==> src/rtl/matmul_seq_controller.sv <==
// Sequencer for the matrix-multiply datapath: loads A/B, runs MAC over
// every (i,j,k), writes C, then streams each C word out in BEATS slices.
module matmul_seq_controller #(
  parameter int M      = 3,
  parameter int K      = 3,
  parameter int N      = 3,
  parameter int ADDR_W = 8,
  parameter int BEATS  = 3,
  parameter int SH_W   = 2
) (
  input  logic              clk,
  input  logic              rst,
  input  logic              start,
  input  logic              reload,
  input  logic              in_valid,
  input  logic              out_ready,
  output logic              busy,
  output logic              mem_a_en,
  output logic              mem_a_we,
  output logic              mem_b_en,
  output logic              mem_b_we,
  output logic              mem_c_en,
  output logic              mem_c_we,
  output logic [ADDR_W-1:0] addr_a,
  output logic [ADDR_W-1:0] addr_b,
  output logic [ADDR_W-1:0] addr_c,
  output logic              mac_ld,
  output logic              mac_clr,
  output logic [SH_W-1:0]   shift_cnt,
  output logic              out_valid,
  output logic              done
);

  typedef enum logic [3:0] {
    S_IDLE, S_LOAD_A, S_LOAD_B, S_RD, S_MAC,
    S_WR, S_OUT_RD, S_OUT_SH, S_DONE
  } state_t;

  localparam logic [ADDR_W-1:0] KA     = ADDR_W'(K);
  localparam logic [ADDR_W-1:0] NA     = ADDR_W'(N);
  localparam logic [ADDR_W-1:0] A_LAST = ADDR_W'(M*K-1);
  localparam logic [ADDR_W-1:0] B_LAST = ADDR_W'(K*N-1);
  localparam logic [ADDR_W-1:0] C_LAST = ADDR_W'(M*N-1);
  localparam logic [ADDR_W-1:0] M_LAST = ADDR_W'(M-1);
  localparam logic [ADDR_W-1:0] K_LAST = ADDR_W'(K-1);
  localparam logic [ADDR_W-1:0] N_LAST = ADDR_W'(N-1);
  localparam logic [SH_W-1:0]   S_LAST = SH_W'(BEATS-1);
  localparam logic [ADDR_W-1:0] A1     = ADDR_W'(1);

  state_t            r_state, w_state;
  logic [ADDR_W-1:0] r_cnt, w_cnt;
  logic [ADDR_W-1:0] r_i, w_i;
  logic [ADDR_W-1:0] r_j, w_j;
  logic [ADDR_W-1:0] r_k, w_k;
  logic [ADDR_W-1:0] r_outi, w_outi;
  logic [SH_W-1:0]   r_sh, w_sh;
  logic [ADDR_W-1:0] r_addr_a, w_addr_a;
  logic [ADDR_W-1:0] r_addr_b, w_addr_b;
  logic [ADDR_W-1:0] r_addr_c, w_addr_c;
  logic              r_a_en, w_a_en, r_a_we, w_a_we;
  logic              r_b_en, w_b_en, r_b_we, w_b_we;
  logic              r_c_en, w_c_en, r_c_we, w_c_we;
  logic              r_ld, w_ld, r_clr, w_clr;
  logic              r_ov, w_ov, r_done, w_done;

  always_comb begin
    w_state  = r_state;
    w_cnt    = r_cnt;
    w_i      = r_i;
    w_j      = r_j;
    w_k      = r_k;
    w_outi   = r_outi;
    w_sh     = r_sh;
    w_addr_a = r_addr_a;
    w_addr_b = r_addr_b;
    w_addr_c = r_addr_c;
    w_a_en   = 1'b0;
    w_a_we   = 1'b0;
    w_b_en   = 1'b0;
    w_b_we   = 1'b0;
    w_c_en   = 1'b0;
    w_c_we   = 1'b0;
    w_ld     = 1'b0;
    w_clr    = 1'b0;
    w_ov     = 1'b0;
    w_done   = 1'b0;
    unique case (r_state)
      S_IDLE: begin
        if (start) w_state = reload ? S_LOAD_A : S_RD;
      end
      S_LOAD_A: begin
        if (in_valid) begin
          w_a_en   = 1'b1;
          w_a_we   = 1'b1;
          w_addr_a = r_cnt;
          if (r_cnt == A_LAST) begin
            w_cnt   = '0;
            w_state = S_LOAD_B;
          end else begin
            w_cnt = r_cnt + A1;
          end
        end
      end
      S_LOAD_B: begin
        if (in_valid) begin
          w_b_en   = 1'b1;
          w_b_we   = 1'b1;
          w_addr_b = r_cnt;
          if (r_cnt == B_LAST) begin
            w_cnt   = '0;
            w_state = S_RD;
          end else begin
            w_cnt = r_cnt + A1;
          end
        end
      end
      S_RD: begin
        w_a_en   = 1'b1;
        w_b_en   = 1'b1;
        w_addr_a = r_i * KA + r_k;
        w_addr_b = r_k * NA + r_j;
        w_state  = S_MAC;
      end
      S_MAC: begin
        w_ld = 1'b1;
        if (r_k == K_LAST) begin
          w_k     = '0;
          w_state = S_WR;
        end else begin
          w_k     = r_k + A1;
          w_state = S_RD;
        end
      end
      S_WR: begin
        w_c_en   = 1'b1;
        w_c_we   = 1'b1;
        w_clr    = 1'b1;
        w_addr_c = r_i * NA + r_j;
        if (r_j == N_LAST) begin
          w_j = '0;
          w_i = r_i + A1;
        end else begin
          w_j = r_j + A1;
        end
        if (r_i == M_LAST && r_j == N_LAST) begin
          w_i     = '0;
          w_state = S_OUT_RD;
        end else begin
          w_state = S_RD;
        end
      end
      S_OUT_RD: begin
        w_c_en   = 1'b1;
        w_addr_c = r_outi;
        w_sh     = '0;
        w_state  = S_OUT_SH;
      end
      S_OUT_SH: begin
        // first cycle here waits out the C read latency
        if (!r_ov) begin
          w_ov = 1'b1;
        end else if (out_ready) begin
          if (r_sh == S_LAST) begin
            if (r_outi == C_LAST) begin
              w_outi  = '0;
              w_state = S_DONE;
            end else begin
              w_outi  = r_outi + A1;
              w_state = S_OUT_RD;
            end
          end else begin
            w_sh = r_sh + SH_W'(1);
            w_ov = 1'b1;
          end
        end else begin
          w_ov = 1'b1;
        end
      end
      S_DONE: begin
        w_done  = 1'b1;
        w_state = S_IDLE;
      end
      default: w_state = S_IDLE;
    endcase
  end

  always_ff @(posedge clk or negedge rst) begin
    if (!rst) begin
      r_state  <= S_IDLE;
      r_cnt    <= '0;
      r_i      <= '0;
      r_j      <= '0;
      r_k      <= '0;
      r_outi   <= '0;
      r_sh     <= '0;
      r_addr_a <= '0;
      r_addr_b <= '0;
      r_addr_c <= '0;
      r_a_en   <= 1'b0;
      r_a_we   <= 1'b0;
      r_b_en   <= 1'b0;
      r_b_we   <= 1'b0;
      r_c_en   <= 1'b0;
      r_c_we   <= 1'b0;
      r_ld     <= 1'b0;
      r_clr    <= 1'b0;
      r_ov     <= 1'b0;
      r_done   <= 1'b0;
    end else begin
      r_state  <= w_state;
      r_cnt    <= w_cnt;
      r_i      <= w_i;
      r_j      <= w_j;
      r_k      <= w_k;
      r_outi   <= w_outi;
      r_sh     <= w_sh;
      r_addr_a <= w_addr_a;
      r_addr_b <= w_addr_b;
      r_addr_c <= w_addr_c;
      r_a_en   <= w_a_en;
      r_a_we   <= w_a_we;
      r_b_en   <= w_b_en;
      r_b_we   <= w_b_we;
      r_c_en   <= w_c_en;
      r_c_we   <= w_c_we;
      r_ld     <= w_ld;
      r_clr    <= w_clr;
      r_ov     <= w_ov;
      r_done   <= w_done;
    end
  end

  assign busy      = (r_state != S_IDLE);
  assign mem_a_en  = r_a_en;
  assign mem_a_we  = r_a_we;
  assign mem_b_en  = r_b_en;
  assign mem_b_we  = r_b_we;
  assign mem_c_en  = r_c_en;
  assign mem_c_we  = r_c_we;
  assign addr_a    = r_addr_a;
  assign addr_b    = r_addr_b;
  assign addr_c    = r_addr_c;
  assign mac_ld    = r_ld;
  assign mac_clr   = r_clr;
  assign shift_cnt = r_sh;
  assign out_valid = r_ov;
  assign done      = r_done;

endmodule

==> config.mk <==
export PLATFORM = sky130hd
export DESIGN_NAME = matmul_seq_controller
export DESIGN_NICKNAME = d
export VERILOG_FILES = /design/src/rtl/matmul_seq_controller.sv
export SDC_FILE = /design/constraint.sdc
export NUM_CORES = 1
export LEC_CHECK = 0
export ABC_AREA = 1
export BUFFER_PORTS_ARGS = -buffer_cell sky130_fd_sc_hd__buf_4
export CAP_MARGIN = 40
export CORE_MARGIN = 10
export CORE_UTILIZATION = 60
export DETAILED_ROUTE_END_ITERATION = 8
export PLACE_DENSITY = 0.81
export SYNTH_ARGS = -nofsm -noshare
export SYNTH_HDL_FRONTEND = slang
export SYNTH_SLANG_ARGS = --single-unit
==> constraint.sdc <==
create_clock -name clk -period 3.7 [get_ports clk]
set_input_delay 0.74 -clock clk [delete_from_list [all_inputs] [get_ports clk]]
set_output_delay 0.74 -clock clk [all_outputs]
set_load 0.05 [all_outputs]
==> flow_summary.ini <==
[layout]
antenna_cells = 0
layout-area-overhead-vs-synth_pct = 12.6
nets = 762
drive_above_1_share_pct = 13.0

[route]
via_per_inst = 5.61
drt_first_iter_violations = 274
wire_per_inst_um = 15.5
drc_errors = 0
postRouteAntennaNets = 0
wl_mm = 12.5
first_pass_iters = 5
route.vias.total = 4542

[timing]
setup_ws_ns = 0.893
fmax_mhz = 356
relSlewSlack_pct = 67.7
rsz0062_at_grt = no
finalSetupTns_ns = 0
setup_violations = 0
finClkSkew_ns = 0.0114
tightest_slew_ns = 0.481
finalHoldViolations = 0
min_period_over_period_pct = 75.9
period_needed_ns = 2.81
holdWs_ns = 0.295
drv_slew = 0

[setup_path]
required_ns = 3.94
path_buf_inv = 1
crit_chain = ha_1 -> fa_1 -> xor2_1 -> ha_1 -> inv_1 -> o21ai_0 -> nand2_1 -> nand3_1 -> or2_2 -> nand3_1 -> o211ai_1
cp_slowest_stage_delay_ns = 0.48
critPathTopFamily = adder cells
cp.arrival_ns = 3.05
worstSetupStartpointType = flop
worstSetupPathType = flop to flop
worst_path_max_delay_cell = dfrtp_1
endpoint_kind = flop
cp_max_fo = 8

[floorplan]
die_h_um = 114
design.die.area_um2 = 13000
row_count = 34
die_x_um = 114
core_um2 = 8640
io_pins = 43
initial_core_util_pct = 61.1

[clock_network]
postCtsSetupBuffers = 0
clk_pin_slew_worst_paths_ns = 0.09
cts_tree = yes
cts_buffers = 9
clkSinkCount = 79
cts.repair.resized = 0
worst_skew_pair.late_latency_ns = 0.36
postCtsHoldBufs = 0
htree_num_levels = 3
cts_root_buf = clkbuf_8
cts_buffer_depth = 2

[power]
power.density_nw_per_um2 = 643
clkPwrFrac_pct = 18.4
total_leakage_power_nw = 3.18
power_frac_seq_pct = 33.8
power.share.combinational_pct = 47.8
peakVddDrop_v = 0.000483
p_sw_share_pct = 47.5
power.internal_w = 0.00201
switchingPower_w = 0.00182

[placed_design]
gp_congestion = 0.967
dp_slack_ns = 0.919
io_buffers = 42
dp_hpwl_mm = 9.65

[global_routing]
antenna_found_initial = 0
grt_pass1_vias = 4487
overflow = 0
grt.total_usage_pct = 19.7
grt_pass1_wl_mm = 21.3
grt_max_degree = 54

[logic_synthesis]
ys_warn_count = 0
synth_top_area_cell = dfrtp_1
muxShareOfSynthArea_pct = 0
synth_xor_area_share_pct = 3.82
syn-mean-instance-area_um2 = 8.16
synthesis.nets = 713
synthAdderAreaFrac_pct = 15.6
synth_compound_area_share_pct = 8.82
synth_top_area_share_pct = 37.4
synth_top_family_by_area = simple AND/OR/NAND/NOR gates
synth_area_um2 = 5280
ys_seq_elements = 79
seq_area_frac_synth_pct = 37.4
ys_top_cells_by_area = dfrtp_1, ha_1, nand2_1, inv_1, nand3_1
synth-simple-area-share_pct = 26.9
synth_cell_types = 38
synthCells = 647

[run]
max_cap_violations = 0

[outcome]
status = complete, no violations

[hold_path]
min-delay-path-class = input port to asynchronous set/reset pin
==> through the flow <==
stage | total power, W | cell area, um2 | cells | util [%]
2_1_floorplan | 0.00258 | 5280 | 647 | -
3_3_place_gp | 0.00306 | 5700 | 792 | 66.0
3_5_place_dp | 0.00313 | 5730 | 793 | 66.4
4_1_cts | 0.00384 | 5950 | 809 | 68.8
5_1_grt | 0.00409 | 5950 | 809 | 68.8
6_report | 0.00382 | 5950 | 809 | 68.8
==> worst register-to-register path, delay by kind of cell, from the launching register on <==
family	cells	cell delay (ns)
AOI/OAI and AO/OA	2	0.21
xor gates and xnor gates	1	0.27
and+or+nand+nor	4	0.52
buffers and inverters	1	0.11
adders and majority gates	3	1.11
DFF	1	0.48
==> cell usage in the layout, fill, tap and decap left out, drive strengths merged, types with 19 or more instances in the layout <==
master	synthesis	final
buf	6	44
ha	50	50
nand3	66	66
nand2	155	155
dfrtp	79	79
xor2	19	19
a21oi	26	26
nor2	44	44
inv	95	97
o21ai	27	27
==> final cells by class <==
class | count | area, um2
multi-input cells | 467 | 2910
flip-flops and latches | 79 | 1980
repair buffers | 44 | 350
clock inverters | 5 | 63.8
fillers | 684 | 2690
inverters | 95 | 357
well taps | 108 | 135
clock buffers | 11 | 151
==> power groups by stage <==
stage / combinational, W / sequential, W / clock [W]
2_1_floorplan: 0.000893 / 0.00169 / 0
3_3_place_gp: 0.00177 / 0.00130 / 0
3_5_place_dp: 0.00182 / 0.00131 / 0
4_1_cts: 0.00183 / 0.00129 / 0.000714
5_1_grt: 0.00202 / 0.00132 / 0.000752
6_report: 0.00183 / 0.00129 / 0.000705
==> flip-flops by register name (all words and copies together), names as in the netlist, 2 cells and up <==
signal     cells
r_cnt          8
r_outi         8
addr_c         8
shift_cnt      2
r_k            8
addr_a         8
r_state        4
r_j            8
addr_b         8
r_i            8
==> synth_stat cells <==
library cell and number:
nand2_1 152, inv_1 87, dfrtp_1 79, nand3_1 64, ha_1 50, nor2_1 36, o21ai_0 27, a21oi_1 25
xor2_1 19, fa_1 10, nand4_1 10, nor3_1 10, inv_2 8, o211ai_1 8, o22ai_1 6, or2_2 6
buf_2 4, nor2_4 4, nor3b_1 4, o21bai_1 4, o221ai_1 4, xnor2_1 4, a31oi_1 3, nand3b_1 3
nor2_2 3, buf_4 2, nand2_2 2, nor3_2 2, nor4_1 2, a21boi_0 1, a21o_1 1, a21oi_2 1
nand2_4 1, nand3_2 1, nand3_4 1, nor2_8 1, nor3_4 1, or2_1 1
==> final timing paths <==
| kind | from | to | slack [ns] | cells after the start |
|---|---|---|---|---|
| setup / recovery | r_i[0] | addr_c[6] | 0.89 | 11 |
| hold / removal | rst | r_k[0] | 0.29 | 1 |
| setup reg to reg | r_i[0] | addr_c[6] | 0.89 | 11 |
| hold reg to reg | r_state[2] | done | 0.51 | 1 |
| max in group asynchronous | rst | addr_c[2] | 2.81 | 2 |
| min in group clk | r_state[2] | done | 0.51 | 1 |
==> kinds of logic (layout without fill, tap and decap cells) <==
group / Yosys count / in the layout
AND/OR/NAND/NOR: 304 / 304
adder cells (fa/ha/maj): 60 / 60
AO/OA/AOI/OAI: 80 / 80
buffers and inverters: 101 / 155
XOR/XNOR: 23 / 23
flip-flops: 79 / 79
==> per-layer routing <==
metal  share of wire (%)  vias to the layer above  track usage, %
met4                 1.5                        0            7.35
met5                   0                        -               0
met3                 6.6                       15            3.31
li1                    -                     2218               -
met1                  43                     2149            25.7
met2                  48                      160            32.1
(Power assumes the default switching activity.)
